<file path="src/rtl/etapa_fetch.sv">
// Instruction-fetch stage with IF/ID pipeline register for the MIPS datapath.
// Single-outstanding fetch, decode stall via a one-entry skid buffer, redirect with in-flight squash.
module etapa_fetch #(
    parameter int                 ADDR_W    = 32,
    parameter logic [ADDR_W-1:0]  RESET_PC  = '0,
    parameter logic [31:0]        NOP_INSTR = 32'h0000_0000
) (
    input  logic              clk,
    input  logic              rst_n,
    output logic              imem_req,
    output logic [ADDR_W-1:0] imem_addr,
    input  logic              imem_rvalid,
    input  logic [31:0]       imem_rdata,
    input  logic              stall,
    input  logic              redirect,
    input  logic [ADDR_W-1:0] redirect_pc,
    output logic              if_id_valid,
    output logic [31:0]       if_id_instr,
    output logic [ADDR_W-1:0] if_id_pc4,
    output logic [5:0]        if_id_op
);

    typedef enum logic [1:0] {START, FETCH, HOLD, DROP} fetchState_t;

    fetchState_t       stateReg, stateNext;
    logic [ADDR_W-1:0] pcReg, pcNext;
    logic              reqReg, reqNext;
    logic              ifIdValidReg, ifIdValidNext;
    logic [31:0]       ifIdInstrReg, ifIdInstrNext;
    logic [ADDR_W-1:0] ifIdPc4Reg, ifIdPc4Next;
    logic              skidValidReg, skidValidNext;
    logic [31:0]       skidInstrReg, skidInstrNext;
    logic [ADDR_W-1:0] skidPc4Reg, skidPc4Next;

    logic [ADDR_W-1:0] pcPlus4;
    logic [ADDR_W-1:0] redirectTarget;
    logic              unusedRedirectLsbs;

    assign pcPlus4            = pcReg + ADDR_W'(4);
    assign redirectTarget     = {redirect_pc[ADDR_W-1:2], 2'b00};
    assign unusedRedirectLsbs = ^redirect_pc[1:0];

    always_comb begin
        stateNext     = stateReg;
        pcNext        = pcReg;
        ifIdValidNext = ifIdValidReg;
        ifIdInstrNext = ifIdInstrReg;
        ifIdPc4Next   = ifIdPc4Reg;
        skidValidNext = skidValidReg;
        skidInstrNext = skidInstrReg;
        skidPc4Next   = skidPc4Reg;

        case (stateReg)
            START: begin
                stateNext = FETCH;
            end

            FETCH: begin
                if (redirect) begin
                    ifIdValidNext = 1'b0;
                    ifIdInstrNext = NOP_INSTR;
                    pcNext        = redirectTarget;
                    skidValidNext = 1'b0;
                    // A response arriving with the redirect is simply dropped; otherwise it is still owed.
                    stateNext     = imem_rvalid ? FETCH : DROP;
                end else if (imem_rvalid) begin
                    pcNext = pcPlus4;
                    if (!stall) begin
                        ifIdValidNext = 1'b1;
                        ifIdInstrNext = imem_rdata;
                        ifIdPc4Next   = pcPlus4;
                    end else begin
                        skidValidNext = 1'b1;
                        skidInstrNext = imem_rdata;
                        skidPc4Next   = pcPlus4;
                        stateNext     = HOLD;
                    end
                end else if (!stall) begin
                    ifIdValidNext = 1'b0;
                    ifIdInstrNext = NOP_INSTR;
                end
            end

            HOLD: begin
                if (redirect) begin
                    ifIdValidNext = 1'b0;
                    ifIdInstrNext = NOP_INSTR;
                    pcNext        = redirectTarget;
                    skidValidNext = 1'b0;
                    stateNext     = FETCH;
                end else if (!stall) begin
                    ifIdValidNext = skidValidReg;
                    ifIdInstrNext = skidInstrReg;
                    ifIdPc4Next   = skidPc4Reg;
                    skidValidNext = 1'b0;
                    stateNext     = FETCH;
                end
            end

            DROP: begin
                if (redirect) begin
                    ifIdValidNext = 1'b0;
                    ifIdInstrNext = NOP_INSTR;
                    pcNext        = redirectTarget;
                    skidValidNext = 1'b0;
                end else if (!stall) begin
                    ifIdValidNext = 1'b0;
                    ifIdInstrNext = NOP_INSTR;
                end
                // The stale response retires the squashed fetch, even if a new redirect lands with it.
                if (imem_rvalid) begin
                    stateNext = FETCH;
                end
            end

            default: begin
                stateNext = START;
            end
        endcase

        reqNext = (stateNext == FETCH);
    end

    always_ff @(posedge clk or negedge rst_n) begin
        if (!rst_n) begin
            stateReg     <= START;
            pcReg        <= RESET_PC;
            reqReg       <= 1'b0;
            ifIdValidReg <= 1'b0;
            ifIdInstrReg <= NOP_INSTR;
            ifIdPc4Reg   <= '0;
            skidValidReg <= 1'b0;
            skidInstrReg <= NOP_INSTR;
            skidPc4Reg   <= '0;
        end else begin
            stateReg     <= stateNext;
            pcReg        <= pcNext;
            reqReg       <= reqNext;
            ifIdValidReg <= ifIdValidNext;
            ifIdInstrReg <= ifIdInstrNext;
            ifIdPc4Reg   <= ifIdPc4Next;
            skidValidReg <= skidValidNext;
            skidInstrReg <= skidInstrNext;
            skidPc4Reg   <= skidPc4Next;
        end
    end

    assign imem_req    = reqReg;
    assign imem_addr   = pcReg;
    assign if_id_valid = ifIdValidReg;
    assign if_id_instr = ifIdInstrReg;
    assign if_id_pc4   = ifIdPc4Reg;
    assign if_id_op    = ifIdInstrReg[31:26];

endmodule

</file>
<file path="config.mk">
export PLATFORM = sky130hd
export DESIGN_NAME = etapa_fetch
export DESIGN_NICKNAME = d
export VERILOG_FILES = /design/src/rtl/etapa_fetch.sv
export SDC_FILE = /design/constraint.sdc
export NUM_CORES = 1
export LEC_CHECK = 0
export ABC_CLOCK_PERIOD_IN_PS = 2000
export CORE_MARGIN = 1.5
export CORE_UTILIZATION = 46
export DETAILED_ROUTE_END_ITERATION = 10
export MAX_ROUTING_LAYER = met4
export PLACE_DENSITY = 0.76
export SYNTH_ARGS = -nofsm -noshare
export SYNTH_HDL_FRONTEND = slang
export SYNTH_SLANG_ARGS = --single-unit
</file>
<file path="constraint.sdc">
create_clock -name clk -period 2 [get_ports clk]
set_input_delay 0.3 -clock clk [delete_from_list [all_inputs] [get_ports clk]]
set_output_delay 0.3 -clock clk [all_outputs]
set_load 0.02 [all_outputs]
</file>
==> results.yml <==
setup_path:
  path_buf_inv: 3
  critical_path.top_delay_family: "buffers and inverters"
  worstPathCellList: "buf_4, buf_4, clkdlybuf4s50_1"
  slowest_stage: "clkdlybuf4s50_1"
  critPathArrivalTime_ns: 1.67
  rrSetupSlack_ns: 0.03
  crit_required_ns: 1.70
  r2r_start: "imem_addr[2]"
  crit_path_end_kind: "output port"
  crit_path_frequent_cell: "buf_4"
  r2r_cells: 6
  r2r_end: "imem_addr[30]"
  worst-setup-path-type: "reg -> out"
  cp_max_fo: 4
  cp-start-kind: "flip-flop"
  slowest_delay_ns: 0.53
sta:
  max_freq_ghz: 0.5066
  max_slew_margin_pct: 62.58
  period_needed_ns: 1.974
  post-route-period-util_pct: 98.70
  slew_violations: 0
  finalSetupViolations: 0
  setup-tns-final_ns: 0
  final.setup_skew_ns: 0.01094
  rsz0062_at_grt: "yes"
  worst_pin_slew_ns: 0.5614
  hold_violations: 0
clocking:
  worst_skew_pair.late_latency_ns: 0.43
  clockRootBuffer: "clkbuf_16"
  clock-sinks: 159
  cts_max_level: 4
  clockBufferDepth: 2
  cts.clk_slew.worst_paths_ns: 0.06
  cts_tree: "done"
  numCtsBuffers: 17
drt:
  routed_via_density: 5.523
  drtIter0Drc: 660
  ant_nets: 0
  wl_per_cell_um: 17.29
  post-route-drc-count: 0
  vias: 7175
  detailedRoute.firstPassIterationCount: 5
  totalWireLength_um: 22460
worst_hold_path:
  hold_class: "in -> async"
grt:
  grt_max_degree: 57
  grt_pass1_wl_um: 35580
  antenna_found_initial: 0
  first_global_vias: 6830
  grt-ovfl-total: 0
  grt.total_usage_pct: 26.69
power:
  power.density_nw_per_um2: 994.3
  vdd_ir_drop_max_mv: 0.6894
  p_leak_nw: 4.705
synthesis:
  synth_seq_cells: 159
  synth_top_flop_cell: "dfrtp_1"
  yosys.area.top_type_share_pct: 52.25
  synth_most_common_cell: "nand2_1"
  yosysSeqAreaShare_pct: 52.25
  synth_area_leader_cell: "dfrtp_1"
  synth_edf_count: 0
  yosysWarningCount: 0
  synth_cells: 857
  synth.area.top_cells: "dfrtp_1 (52%), nand2_1 (11%), o21ai_0 (6.5%), a22oi_1 (3.4%), clkbuf_1 (2.4%)"
  synthTopCellsByCount: "nand2_1 (215), dfrtp_1 (159), o21ai_0 (99), clkbuf_1 (49), nor2_1 (37)"
  avgSynthCellArea_sq_um: 8.885
  synth.distinct_cells: 56
  synth_area_sq_um: 7615
  synth-async-reset-ratio_pct: 100.0
job:
  maxCapViolCount: 0
floorplanning:
  rows: 46
  num_io_pins: 173
  fp.dieW_um: 131.7
  start_util_pct: 47.59
  die-area_sq_um: 17330
  die_h_um: 131.7
  coreArea_sq_um: 16000
cells_and_area:
  diodes: 0
  multi_input_area_sq_um: 3436
  fillers: 1295
  seq_area_sq_um: 3985
  nNetsFinal: 1140
  layout-drive-gt1-share_pct: 15.79
  syn_to_final_growth_pct: 41.78
  fin_area_sq_um: 10800
place:
  portBuffers: 166
  dp_hpwl_um: 15540
  post_dp_cell_area_sq_um: 10090
  place.gp.congestion: 0.8813
outcome:
  status: "finished, final reports clean"
## where the power goes
| group | leakage (nW) | internal [W] | switching, W | total (W) |
|---|---|---|---|---|
| combinational | 2.45 | 0.00152 | 0.00176 | 0.00328 |
| clock | 0.275 | 0.00172 | 0.00137 | 0.00309 |
| sequential | 1.98 | 0.00391 | 0.000455 | 0.00437 |
| total | 4.71 | 0.00716 | 0.00358 | 0.0107 |
## cell families after synthesis
family	after synthesis	share of synthesized area, %
compound gates	231	18.44
fa+ha+maj	1	0.1643
xor+xnor	24	2.760
simple gates	362	21.61
buf+inv	77	4.453
mux	2	0.2793
other cells	1	0.04925
flops	159	52.25
## final cells by class
type / count / area share (%)
tap: 216 / 2.503
inverter: 7 / 0.2434
sequential: 159 / 36.91
multi-input combinational: 624 / 31.82
clock buffer: 17 / 3.940
timing repair buffer: 261 / 23.33
clock inverter: 15 / 1.252
## through the flow
stage               cells  hold WS (ns)  utilization, %  total power (W)  setup WS, ns
floorplan             860      0.004409               -         0.005925      -0.03806
global placement     1262        0.3099           63.09         0.007517     -0.001778
detailed placement   1262        0.3143           63.09         0.007607      -0.01628
CTS                  1295        0.4194           66.66          0.01071      0.002325
global route         1299        0.4440           67.48          0.01124      -0.07249
finish               1299        0.4131           67.48          0.01074       0.02592
## worst max path at each step
stage	to	startpoint	cells past startpoint
after floorplan	if_id_pc4[20]	imem_addr[2]	6
after global placement	imem_addr[25]	imem_rvalid	7
after detailed placement	imem_addr[25]	imem_rvalid	7
after CTS	imem_addr[23]	imem_addr[14]	6
after global routing	imem_addr[30]	imem_addr[4]	6
final	imem_addr[14]	imem_addr[14]	3
## placed cells by master (no fill, tap or decap), drive strengths merged, types with 3 or more instances in the layout
cell type      count
nand2            216
clkdlybuf4s50    164
dfrtp            159
o21ai            102
buf               95
nor2              37
nand3             36
a22oi             34
a21oi             34
clkbuf            17
and3              13
xor2              12
xnor2             12
inv               12
nor3              11
a31oi             10
nor4              10
o211ai             9
a2bb2oi            9
o22ai              9
nand4              8
clkinv             7
or3                6
a32oi              5
a21o               5
or4                5
nor2b              5
conb               4
or2                4
o21a               3
## what timing repair did
item	in CTS	in global routing
hold buffers	1	0
gates resized for setup	0	23
buffers inserted	0	4
setup endpoints to repair	0	38
hold endpoints to repair	51	0
## registers in the layout, indices dropped and copies added, names as in the netlist
register	cells
skidPc4Reg	30
if_id_pc4	30
imem_addr	30
stateReg	2
if_id_valid	1
imem_req	1
if_id_instr	32
skidInstrReg	32
skidValidReg	1
## per-layer routing
| layer | track usage, % | vias to the layer above | share of wire [%] |
|---|---|---|---|
| met2 | 39.56 | 305 | 47 |
| met4 | 11.05 | 0 | 2.4 |
| met3 | 3.935 | 47 | 7.0 |
| met5 | - | - | 0 |
| li1 | - | 3413 | - |
| met1 | 36.87 | 3410 | 44 |
(Power assumes the default switching activity.)
